`src/rtl/lvtram_write_queue_if.sv`:
```
// Enqueue lanes (producer side) and RAM write ports (RAM side) of the LVT RAM write queue.
// master = producer/RAM harness, slave = the queue itself.
interface lvtram_write_queue_if #(
    parameter int RAM_WIDTH         = 64,
    parameter int RAM_DEPTH         = 128,
    parameter int NUM_OF_ENQ_PORT   = 2,
    parameter int NUM_OF_WRITE_PORT = 2
);
    localparam int RAM_WIDTH_BYTE = RAM_WIDTH / 8;
    localparam int RAM_IDX_WIDTH  = $clog2(RAM_DEPTH);

    logic [NUM_OF_ENQ_PORT-1:0]                        enq_valid;
    logic [NUM_OF_ENQ_PORT-1:0][RAM_IDX_WIDTH-1:0]     enq_idx;
    logic [NUM_OF_ENQ_PORT-1:0][RAM_WIDTH-1:0]         enq_data;
    logic [NUM_OF_ENQ_PORT-1:0][RAM_WIDTH_BYTE-1:0]    enq_mask;
    logic                                              enq_ready;

    logic [NUM_OF_WRITE_PORT-1:0]                      w_en;
    logic [NUM_OF_WRITE_PORT-1:0][RAM_IDX_WIDTH-1:0]   w_ram_idx;
    logic [NUM_OF_WRITE_PORT-1:0][RAM_WIDTH-1:0]       w_data;
    logic [NUM_OF_WRITE_PORT-1:0][RAM_WIDTH_BYTE-1:0]  w_mask;

    modport master (
        output enq_valid, enq_idx, enq_data, enq_mask,
        input  enq_ready,
        input  w_en, w_ram_idx, w_data, w_mask
    );

    modport slave (
        input  enq_valid, enq_idx, enq_data, enq_mask,
        output enq_ready,
        output w_en, w_ram_idx, w_data, w_mask
    );
endinterface

```
`src/rtl/lvtram_write_queue.sv`:
```
// In-order byte-masked write buffer feeding the LVT RAM write ports, with a zero-fill clear engine.
// Optional perf counters (conflict_cycles, full_cycles) are built when LVTRAM_WQ_PERF_EN is defined.
module lvtram_write_queue #(
    parameter  int RAM_WIDTH         = 64,
    parameter  int RAM_DEPTH         = 128,
    parameter  int NUM_OF_ENQ_PORT   = 2,
    parameter  int NUM_OF_WRITE_PORT = 2,
    parameter  int QUEUE_DEPTH       = 8,
    localparam int RAM_WIDTH_BYTE    = RAM_WIDTH / 8,
    localparam int RAM_IDX_WIDTH     = $clog2(RAM_DEPTH),
    localparam int CNT_WIDTH         = $clog2(QUEUE_DEPTH + 1)
) (
    input  logic                   clock,
    input  logic                   reset,
    lvtram_write_queue_if.slave    io_wq,
    input  logic                   clear_req,
    output logic                   clear_done,
    output logic                   busy,
    output logic [CNT_WIDTH-1:0]   count
`ifdef LVTRAM_WQ_PERF_EN
    ,
    output logic [31:0]            conflict_cycles,
    output logic [31:0]            full_cycles
`endif
);
    localparam int PTR_WIDTH = $clog2(QUEUE_DEPTH);
    localparam int CLR_WIDTH = $clog2(RAM_DEPTH + NUM_OF_WRITE_PORT + 1);

    localparam logic [1:0] ST_IDLE  = 2'd0;
    localparam logic [1:0] ST_DRAIN = 2'd1;
    localparam logic [1:0] ST_CLEAR = 2'd2;
    localparam logic [1:0] ST_DONE  = 2'd3;

    logic [1:0]            r_state;
    logic [PTR_WIDTH-1:0]  r_head;
    logic [PTR_WIDTH-1:0]  r_tail;
    logic [CNT_WIDTH-1:0]  r_count;
    logic [CLR_WIDTH-1:0]  r_clear_ptr;

    logic [RAM_IDX_WIDTH-1:0]  r_q_idx  [QUEUE_DEPTH];
    logic [RAM_WIDTH-1:0]      r_q_data [QUEUE_DEPTH];
    logic [RAM_WIDTH_BYTE-1:0] r_q_mask [QUEUE_DEPTH];

    logic                                         w_drain_state;
    logic                                         w_enq_ready;
    logic [NUM_OF_ENQ_PORT-1:0]                   w_enq_fire;
    logic [NUM_OF_ENQ_PORT-1:0][PTR_WIDTH-1:0]    w_wr_ptr;
    logic [CNT_WIDTH-1:0]                         w_enq_num;
    logic [NUM_OF_WRITE_PORT-1:0][PTR_WIDTH-1:0]  w_rd_ptr;
    logic [NUM_OF_WRITE_PORT-1:0]                 w_emit;
    logic [CNT_WIDTH-1:0]                         w_drain_num;
    logic                                         w_clear_last;

    assign w_drain_state = (r_state == ST_IDLE) || (r_state == ST_DRAIN);

    // Readiness looks only at registered occupancy so it never depends on this cycle's drain.
    assign w_enq_ready = (r_state == ST_IDLE) &&
                         ((CNT_WIDTH'(QUEUE_DEPTH) - r_count) >= CNT_WIDTH'(NUM_OF_ENQ_PORT));

    // Valid lanes are packed in ascending lane order behind the tail.
    // NOTE: always_comb uses blocking assignments; the running sum must be visible to the next lane.
    always_comb begin
        w_enq_fire = '0;
        w_wr_ptr   = '0;
        w_enq_num  = '0;
        for (int l = 0; l < NUM_OF_ENQ_PORT; l++) begin
            w_enq_fire[l] = w_enq_ready && io_wq.enq_valid[l];
            w_wr_ptr[l]   = r_tail + PTR_WIDTH'(w_enq_num);
            w_enq_num     = w_enq_num + CNT_WIDTH'(w_enq_fire[l]);
        end
    end

    // Drain group: stop at the first entry that re-writes an earlier index of the group with a
    // partial mask, because the RAM would merge it in the wrong order within one cycle.
    always_comb begin
        logic v_stop;
        v_stop      = !w_drain_state;
        w_emit      = '0;
        w_rd_ptr    = '0;
        w_drain_num = '0;
        for (int k = 0; k < NUM_OF_WRITE_PORT; k++) begin
            w_rd_ptr[k] = r_head + PTR_WIDTH'(k);
        end
        for (int k = 0; k < NUM_OF_WRITE_PORT; k++) begin
            if (CNT_WIDTH'(k) >= r_count) v_stop = 1'b1;
            for (int j = 0; j < k; j++) begin
                if ((r_q_idx[w_rd_ptr[j]] == r_q_idx[w_rd_ptr[k]]) &&
                    (r_q_mask[w_rd_ptr[k]] != '1)) begin
                    v_stop = 1'b1;
                end
            end
            w_emit[k]   = !v_stop;
            w_drain_num = w_drain_num + CNT_WIDTH'(w_emit[k]);
        end
    end

    // NOTE: queue storage has no reset; head, tail and count alone decide which entries are live.
    always_ff @(posedge clock) begin
        for (int l = 0; l < NUM_OF_ENQ_PORT; l++) begin
            if (w_enq_fire[l]) begin
                r_q_idx[w_wr_ptr[l]]  <= io_wq.enq_idx[l];
                r_q_data[w_wr_ptr[l]] <= io_wq.enq_data[l];
                r_q_mask[w_wr_ptr[l]] <= io_wq.enq_mask[l];
            end
        end
    end

    assign w_clear_last = (r_clear_ptr + CLR_WIDTH'(NUM_OF_WRITE_PORT)) >= CLR_WIDTH'(RAM_DEPTH);

    always_ff @(posedge clock) begin
        if (reset) begin
            r_state     <= ST_IDLE;
            r_head      <= '0;
            r_tail      <= '0;
            r_count     <= '0;
            r_clear_ptr <= '0;
        end else begin
            r_head  <= r_head + PTR_WIDTH'(w_drain_num);
            r_tail  <= r_tail + PTR_WIDTH'(w_enq_num);
            r_count <= r_count + w_enq_num - w_drain_num;
            case (r_state)
                ST_IDLE: begin
                    if (clear_req) r_state <= ST_DRAIN;
                end
                ST_DRAIN: begin
                    if (r_count == '0) begin
                        r_state     <= ST_CLEAR;
                        r_clear_ptr <= '0;
                    end
                end
                ST_CLEAR: begin
                    r_clear_ptr <= r_clear_ptr + CLR_WIDTH'(NUM_OF_WRITE_PORT);
                    if (w_clear_last) r_state <= ST_DONE;
                end
                ST_DONE: begin
                    r_state <= ST_IDLE;
                end
                default: begin
                    r_state <= ST_IDLE;
                end
            endcase
        end
    end

    always_comb begin
        io_wq.w_en      = '0;
        io_wq.w_ram_idx = '0;
        io_wq.w_data    = '0;
        io_wq.w_mask    = '0;
        if (r_state == ST_CLEAR) begin
            for (int k = 0; k < NUM_OF_WRITE_PORT; k++) begin
                io_wq.w_en[k]      = (r_clear_ptr + CLR_WIDTH'(k)) < CLR_WIDTH'(RAM_DEPTH);
                io_wq.w_ram_idx[k] = RAM_IDX_WIDTH'(r_clear_ptr + CLR_WIDTH'(k));
                io_wq.w_mask[k]    = '1;
            end
        end else begin
            for (int k = 0; k < NUM_OF_WRITE_PORT; k++) begin
                io_wq.w_en[k]      = w_emit[k];
                io_wq.w_ram_idx[k] = r_q_idx[w_rd_ptr[k]];
                io_wq.w_data[k]    = r_q_data[w_rd_ptr[k]];
                io_wq.w_mask[k]    = r_q_mask[w_rd_ptr[k]];
            end
        end
    end

    assign io_wq.enq_ready = w_enq_ready;
    assign clear_done      = (r_state == ST_DONE);
    assign busy            = (r_state != ST_IDLE);
    assign count           = r_count;

`ifdef LVTRAM_WQ_PERF_EN
    logic [31:0] r_conflict_cycles;
    logic [31:0] r_full_cycles;
    logic        w_conflict_cut;

    // Fewer than the full port count emitted while more entries wait means the index rule cut it.
    assign w_conflict_cut = w_drain_state &&
                            (w_drain_num < CNT_WIDTH'(NUM_OF_WRITE_PORT)) &&
                            (r_count > w_drain_num);

    always_ff @(posedge clock) begin
        if (reset) begin
            r_conflict_cycles <= '0;
            r_full_cycles     <= '0;
        end else begin
            if (w_conflict_cut && (r_conflict_cycles != '1))
                r_conflict_cycles <= r_conflict_cycles + 32'd1;
            if ((r_count == CNT_WIDTH'(QUEUE_DEPTH)) && (r_full_cycles != '1))
                r_full_cycles <= r_full_cycles + 32'd1;
        end
    end

    assign conflict_cycles = r_conflict_cycles;
    assign full_cycles     = r_full_cycles;
`endif

endmodule
```
`src/flat_wrapper.sv`:
```
// flat-port wrapper written by rule: the top's interface ports become plain ports
module lvtram_write_queue_flat 
#(
    parameter  int RAM_WIDTH         = 64,
    parameter  int RAM_DEPTH         = 128,
    parameter  int NUM_OF_ENQ_PORT   = 2,
    parameter  int NUM_OF_WRITE_PORT = 2,
    parameter  int QUEUE_DEPTH       = 8,
    localparam int RAM_WIDTH_BYTE    = RAM_WIDTH / 8,
    localparam int RAM_IDX_WIDTH     = $clog2(RAM_DEPTH),
    localparam int CNT_WIDTH         = $clog2(QUEUE_DEPTH + 1)
)
  (clock, reset, clear_req, clear_done, busy, count, io_wq_enq_valid, io_wq_enq_idx, io_wq_enq_data, io_wq_enq_mask, io_wq_enq_ready, io_wq_w_en, io_wq_w_ram_idx, io_wq_w_data, io_wq_w_mask);
  lvtram_write_queue_if #(.RAM_WIDTH(RAM_WIDTH), .RAM_DEPTH(RAM_DEPTH), .NUM_OF_ENQ_PORT(NUM_OF_ENQ_PORT), .NUM_OF_WRITE_PORT(NUM_OF_WRITE_PORT)) io_wq_i ();
  input  logic clock;
  input  logic reset;
  input  logic clear_req;
  output logic clear_done;
  output logic busy;
  output logic [CNT_WIDTH-1:0] count;
  input wire logic [$bits(io_wq_i.enq_valid)-1:0] io_wq_enq_valid;
  input wire logic [$bits(io_wq_i.enq_idx)-1:0] io_wq_enq_idx;
  input wire logic [$bits(io_wq_i.enq_data)-1:0] io_wq_enq_data;
  input wire logic [$bits(io_wq_i.enq_mask)-1:0] io_wq_enq_mask;
  output wire logic [$bits(io_wq_i.enq_ready)-1:0] io_wq_enq_ready;
  output wire logic [$bits(io_wq_i.w_en)-1:0] io_wq_w_en;
  output wire logic [$bits(io_wq_i.w_ram_idx)-1:0] io_wq_w_ram_idx;
  output wire logic [$bits(io_wq_i.w_data)-1:0] io_wq_w_data;
  output wire logic [$bits(io_wq_i.w_mask)-1:0] io_wq_w_mask;
  assign io_wq_i.enq_valid = io_wq_enq_valid;
  assign io_wq_i.enq_idx = io_wq_enq_idx;
  assign io_wq_i.enq_data = io_wq_enq_data;
  assign io_wq_i.enq_mask = io_wq_enq_mask;
  assign io_wq_enq_ready = io_wq_i.enq_ready;
  assign io_wq_w_en = io_wq_i.w_en;
  assign io_wq_w_ram_idx = io_wq_i.w_ram_idx;
  assign io_wq_w_data = io_wq_i.w_data;
  assign io_wq_w_mask = io_wq_i.w_mask;
  lvtram_write_queue #(.RAM_WIDTH(RAM_WIDTH), .RAM_DEPTH(RAM_DEPTH), .NUM_OF_ENQ_PORT(NUM_OF_ENQ_PORT), .NUM_OF_WRITE_PORT(NUM_OF_WRITE_PORT), .QUEUE_DEPTH(QUEUE_DEPTH)) u_core (.clock(clock), .reset(reset), .io_wq(io_wq_i), .clear_req(clear_req), .clear_done(clear_done), .busy(busy), .count(count));
endmodule
```
`config.mk`:
```
export PLATFORM = sky130hd
export DESIGN_NAME = lvtram_write_queue_flat
export DESIGN_NICKNAME = d
export VERILOG_FILES = /design/src/rtl/lvtram_write_queue_if.sv /design/src/rtl/lvtram_write_queue.sv /design/src/flat_wrapper.sv
export SDC_FILE = /design/constraint.sdc
export NUM_CORES = 1
export LEC_CHECK = 0
export CAP_MARGIN = 20
export CELL_PAD_IN_SITES_DETAIL_PLACEMENT = 1
export CELL_PAD_IN_SITES_GLOBAL_PLACEMENT = 2
export CORE_UTILIZATION = 30
export DETAILED_ROUTE_END_ITERATION = 8
export PLACE_DENSITY_LB_ADDON = 0.15
export SYNTH_ARGS = -nofsm -noshare
export SYNTH_HDL_FRONTEND = slang
export SYNTH_SLANG_ARGS = --single-unit
```
`constraint.sdc`:
```
create_clock -name clock -period 12.3 [get_ports clock]
set_clock_uncertainty 0.2 [all_clocks]
set_input_delay 2.46 -clock clock [delete_from_list [all_inputs] [get_ports clock]]
set_output_delay 2.46 -clock clock [all_outputs]
set_load 0.01 [all_outputs]
```
==> results of run 1 <==
==> layout by cell type (no fill, tap or decap), types with 5 or more instances in the layout <==
master / count
xnor2_1: 19
mux4_2: 312
clkbuf_16: 84
buf_4: 39
nand4_1: 7
mux2_1: 12
mux2i_1: 87
ha_1: 21
edfxtp_1: 632
nor2_1: 96
clkbuf_1: 23
nand2b_1: 5
nor3_1: 5
clkdlybuf4s50_1: 329
clkinv_2: 11
nor3b_1: 8
nand2_1: 170
dfxtp_1: 16
o21ai_0: 5
clkinv_1: 22
mux2_2: 464
nor2b_1: 8
mux2_4: 158
inv_1: 12
nand3_1: 16
xor2_1: 11
a21oi_1: 77
==> state kept, by name, summed over array words and instances, names as in the netlist <==
name,cells
u_core.r_state,2
u_core.r_tail,3
u_core.r_head,3
u_core.r_q_mask,64
u_core.r_clear_ptr,7
u_core.count,4
u_core.r_q_idx,56
u_core.r_q_data,512
==> worst paths after layout <==
check                        startpoint  slack [ps]                     to  depth (start not counted)
hold reg to reg   u_core.r_clear_ptr[6]         340  u_core.r_clear_ptr[6]                          2
setup reg to reg       u_core.r_head[0]        5720        u_core.count[2]                         17
setup / recovery       u_core.r_head[0]        3640          io_wq_w_en[1]                         10
hold / removal    u_core.r_clear_ptr[6]         340  u_core.r_clear_ptr[6]                          2
==> power by group through the flow <==
stage | Combinational [µW] | Sequential [µW] | Clock (µW)
after floorplan | 3700 | 3280 | 0
after global placement | 6500 | 3300 | 0
after detailed placement | 6520 | 3340 | 0
after CTS | 6560 | 3290 | 2320
after global routing | 6860 | 3340 | 2390
final | 6400 | 3290 | 2250
==> kinds of logic after synthesis <==
group / synth area share [%]
AO/OA/AOI/OAI: 1.56
XOR/XNOR: 0.733
adder cells (fa/ha/maj): 0.835
buffers and inverters: 3.93
flip-flops: 49.3
multiplexers: 39.8
AND/OR/NAND/NOR: 3.79
==> layout make-up <==
type,instances,area (µm²),area share [%]
multi-input cells,1536,18500,40.1
diodes,4,10.0,0.0217
repair buffers,371,3640,7.88
flip-flops and latches,651,19400,41.9
well taps,1742,2180,4.72
inverters,13,48.8,0.106
clock inverters,39,238,0.514
clock buffers,107,2190,4.74
==> metrics by stage <==
step	std cells	instance area [µm²]
after floorplan	2387	39200
after global placement	4312	43800
final	4463	46200
after detailed placement	4313	43800
after CTS	4459	46200
after global routing	4460	46200
==> per-layer routing <==
layer / share of wire [%] / vias to the layer above
li1: - / 10200
met1: 45 / 12800
met2: 48 / 541
met3: 4.8 / 158
met4: 2.1 / 20
met5: 0.10 / -
==> critical path, stage by stage (launching register included) <==
cell             delay [ps]
dfxtp_4                 970
ha_4                    920
buf_4                  1000
mux4_2                  680
xnor2_1                 160
a22oi_1                 190
nand3_1                 140
o2111ai_1               160
nor4_2                   90
a2bb2oi_1               390
clkdlybuf4s50_1         630
==> results.py, run 1 <==
metrics = {
    "critical_path": {
        "arrival_ps": 6000,
        "required_ps": 9640,
        "path_class": "reg -> out",
        "start_kind": "register",
        "endpoint_kind": "output port",
        "path_max_fanout": 66,
    },
    "sta": {
        "finalHoldViolations": 0,
        "relSlewSlack_pct": 26.1,
        "slew_viol_final": 0,
        "max_freq_ghz": 0.115,
        "fin_hold_ws_ps": 345,
        "fin_crit_sh_pct": 70.4,
        "setup_tns_ps": 0,
        "tightest_slew_ps": 1110,
        "rsz0062_at_grt": "false",
        "layout_setup_ws_ps": 3640,
        "layout_min_cycle_time_ps": 8660,
        "setup_viol": 0,
    },
    "placement": {
        "globalplace.congestion": 0.763,
        "dp_hpwl_um": 78800,
        "pre_cts_ws_ps": 4140,
        "portBuffers": 329,
    },
    "global_routing": {
        "grt_util_met1_pct": 26.4,
        "top_usage_layer": "met2",
        "grt_start_max_net_pins": 126,
        "grt_pass1_vias": 26200,
        "track_usage_pct": 19.9,
        "grt-ovfl-total": 0,
        "grt_first_pass_wirelength_um": 190000,
        "grt.met2_usage_pct": 33.5,
        "grt_use_met3_pct": 3.67,
        "grt_antenna_before_repair": 15,
    },
    "min_path": {
        "hp-class": "reg -> reg",
    },
    "power_and_ir_drop": {
        "ir_worst_vdd_mv": 0.198,
        "power.leakage_uw": 0.0150,
        "power_frac_comb_pct": 53.6,
        "pwr-share-clk_pct": 18.9,
        "p_per_area_nw_per_um2": 258,
        "seqPwrFrac_pct": 27.5,
        "internal-power_uw": 7330,
        "power_uw": 11900,
        "p_sw_share_pct": 38.7,
        "p_switching_uw": 4620,
    },
    "drt": {
        "first_iter_violations": 1436,
        "dr.pass1.iters": 5,
        "routedWlPerCell_um": 29.8,
        "drc": 0,
        "vias": 23700,
        "viasPerCell": 5.31,
        "routed_wirelength_um": 133000,
        "final_antenna_net_count": 0,
    },
    "clocking": {
        "clkLatencyLatePin_ps": 640,
        "cts-root-buf": "clkbuf_16",
        "clk_pin_slew_ps": 60,
        "cts_max_level": 3,
        "cts.sinks": 651,
        "postCtsSetupBuffers": 0,
        "clk_path_buf_depth": 3,
        "cts_resized": 0,
        "numCtsBuffers": 82,
        "ctsHoldBuffers": 0,
        "cts_tree": "built",
    },
    "yosys": {
        "yosysWarningCount": 0,
        "synth_edf_count": 632,
        "synthCells": 2387,
        "avgSynthCellArea_um2": 16.4,
        "yosysUniqueCellTypes": 56,
        "synth_ff_type": "edfxtp_1",
        "netlist_top_cells_count": "edfxtp_1 (632), mux2_2 (464), mux4_2 (312)",
        "synth.most_common_cell": "edfxtp_1",
        "synthesis.area_um2": 39200,
        "yosysSeqAreaShare_pct": 49.3,
        "synth.top_cell.area_share_pct": 48.4,
        "synth_top_area_cell": "edfxtp_1",
        "synthTopCellsByArea": "edfxtp_1 (48%), mux4_2 (18%), mux2_2 (13%), mux2_4 (6.0%), mux2i_1 (2.2%)",
        "synth-seq-cells": 651,
        "synthesis.nets": 2575,
        "async_flop_share_pct": 0,
    },
    "layout": {
        "utilization_pct": 35.6,
        "layout.nets": 2843,
        "area_growth_pct": 17.8,
        "fillers": 13000,
        "drive_gt1_share_pct": 40.8,
    },
    "die": {
        "rows": 132,
        "die-area_um2": 132000,
        "start_util_pct": 30.3,
        "fp.dieW_um": 364,
        "ios": 330,
        "coreArea_um2": 130000,
        "dieHeight_um": 364,
    },
    "run_status": {
        "status": "finished clean",
    },
    "flow_run": {
        "cap_violations": 0,
    },
}
Note: power is estimated with default switching activity, not from simulation.
==> inputs of run 2 (changes only) <==
- clock period: 12.3 -> 7.9 ns (I/O delays scaled with it)
==> run 2 against run 1 <==
Total power rose by 59%. Largest cell class unchanged. Non-clock buffer count up 7. Critical endpoint unchanged. Count of clock-buffer cells in the layout grew 8. Via count rose by 0.50%. Global-route usage grew 0.43 points. Sequential power increased by 56%. Setup slack got worse by 2400 ps. Die area stayed put. Routed wire length increased by 2.1%. Sequential cell count unchanged. Sequential share of layout area decreased by 0.48 points.
==> results.py, run 2 (synthesized netlist as in run 1, its figures left out) <==
metrics = {
    "run_status": {
        "status": "finished clean",
    },
    "critical_path": {
        "rrSetupSlack_ps": 2390,
        "start_kind": "register",
        "required_ps": 6120,
        "path_class": "reg -> out",
        "worstReg2RegEnd": "u_core.count[3]",
        "reg2reg_from": "u_core.r_head[1]",
        "path_max_fanout": 47,
        "endpoint_kind": "output port",
        "arrival_ps": 4880,
        "reg2reg_depth": 17,
    },
    "die": {
        "fp.dieW_um": 364,
        "rows": 132,
        "dieHeight_um": 364,
        "coreArea_um2": 130000,
        "ios": 330,
        "die-area_um2": 132000,
        "start_util_pct": 30.3,
    },
    "clocking": {
        "numCtsBuffers": 85,
        "postCtsSetupBuffers": 0,
        "ctsHoldBuffers": 0,
        "cts_resized": 0,
        "clk_pin_slew_ps": 50,
        "cts_tree": "built",
        "cts_max_level": 3,
        "cts-root-buf": "clkbuf_16",
        "clk_path_buf_depth": 3,
        "cts.sinks": 651,
        "clkLatencyLatePin_ps": 660,
    },
    "drt": {
        "viasPerCell": 5.30,
        "drc": 0,
        "vias": 23800,
        "dr.pass1.iters": 5,
        "routedWlPerCell_um": 30.2,
        "final_antenna_net_count": 0,
        "routed_wirelength_um": 136000,
        "first_iter_violations": 1498,
    },
    "layout": {
        "drive_gt1_share_pct": 41.4,
        "layout_commonest_cell": "edfxtp_1",
        "multi_input_area_um2": 18500,
        "layout.nets": 2853,
        "layout_common_cells": "edfxtp_1 (632), mux2_2 (464), clkdlybuf4s50_1 (329)",
        "fin_area_um2": 46800,
        "largest_reg_flops": 512,
        "area_growth_pct": 19.1,
        "regArea_um2": 19400,
        "fillers": 13000,
    },
    "global_routing": {
        "grt_pass1_vias": 26500,
        "grt_antenna_before_repair": 29,
        "track_usage_pct": 20.4,
        "grt-ovfl-total": 0,
        "grt_first_pass_wirelength_um": 193000,
        "grt_start_max_net_pins": 140,
    },
    "min_path": {
        "whs_path_depth": 2,
        "worstHoldStart": "u_core.r_state[0]",
        "hp-class": "reg -> reg",
        "holdPathEnd": "u_core.r_state[0]",
    },
    "sta": {
        "relSlewSlack_pct": 26.9,
        "layout_min_cycle_time_ps": 6660,
        "slew_viol_final": 0,
        "max_freq_ghz": 0.150,
        "setup_tns_ps": 0,
        "finalHoldViolations": 0,
        "tightest_slew_ps": 1100,
        "fin_crit_sh_pct": 84.3,
        "rsz0062_at_grt": "false",
        "setup_viol": 0,
    },
    "placement": {
        "dp_hpwl_um": 76600,
        "portBuffers": 329,
        "dpl_cell_area_um2": 44000,
        "globalplace.congestion": 0.748,
    },
    "power_and_ir_drop": {
        "ir_worst_vdd_mv": 0.444,
        "p_per_area_nw_per_um2": 407,
        "power.leakage_uw": 0.0153,
    },
    "flow_run": {
        "cap_violations": 0,
    },
}
[run 2: cell count changes in the layout (fill, tap and decap cells not counted), sizes merged]
cell / change
buf: +7
clkinv: -2
inv: +2
clkbuf: +8
bufinv: +5
diode: +9
[run 2: per-stage QoR]
| step | hold WS, ps | instances | utilization (%) | setup WS [ps] | power, µW |
|---|---|---|---|---|---|
| 2_1_floorplan | 294 | 2387 | - | -352 | 10800 |
| 3_3_place_gp | 329 | 4317 | 33.9 | 1750 | 15300 |
| 3_5_place_dp | 342 | 4319 | 33.9 | 1740 | 15500 |
| 4_1_cts | 353 | 4478 | 36.0 | 1040 | 19400 |
| 5_1_grt | 372 | 4491 | 36.1 | 838 | 20000 |
| 6_report | 353 | 4492 | 36.1 | 1240 | 19000 |
[run 2: final cells by class]
class	instances	area share, %
multi-input cells	1536	39.6
diodes	13	0.0696
clock inverters	44	0.988
well taps	1742	4.66
clock buffers	115	4.84
flip-flops and latches	651	41.4
repair buffers	378	8.33
inverters	13	0.104
[run 2: worst max path at each step]
stage                                 end  slack (ps)  cells past startpoint               start
floorplan           u_core.r_q_data[7][0]        -350                      3  io_wq_enq_valid[0]
detailed placement          io_wq_w_en[1]        1740                     10    u_core.r_head[1]
global placement            io_wq_w_en[1]        1750                     10    u_core.r_head[1]
finish                      io_wq_w_en[1]        1240                     10    u_core.r_head[1]
global route                io_wq_w_en[1]         840                     10    u_core.r_head[1]
CTS                         io_wq_w_en[1]        1040                     10    u_core.r_head[1]
[run 2: critical path, stage by stage, from the launching register on]
cell	delay, ps
dfxtp_4	840
ha_4	770
buf_4	560
nor3b_1	250
mux2i_1	110
nand4_1	160
xnor2_1	140
nand4_1	170
nor4_2	470
a2bb2oi_1	190
clkdlybuf4s50_1	540
[run 2: layer usage]
layer	track usage (%)	up-vias	part of all wire [%]	wire length [µm]
met5	0	-	0.14	191
met3	4.14	199	4.9	6670
met2	35.0	572	50	67800
li1	-	10200	-	-
met4	6.86	32	2.8	3820
met1	25.4	12800	42	57200
[run 2: power breakdown]
part	internal [µW]	switching (µW)
clock network	2250	1600
logic	4750	5300
registers	4710	409
total	11700	7310
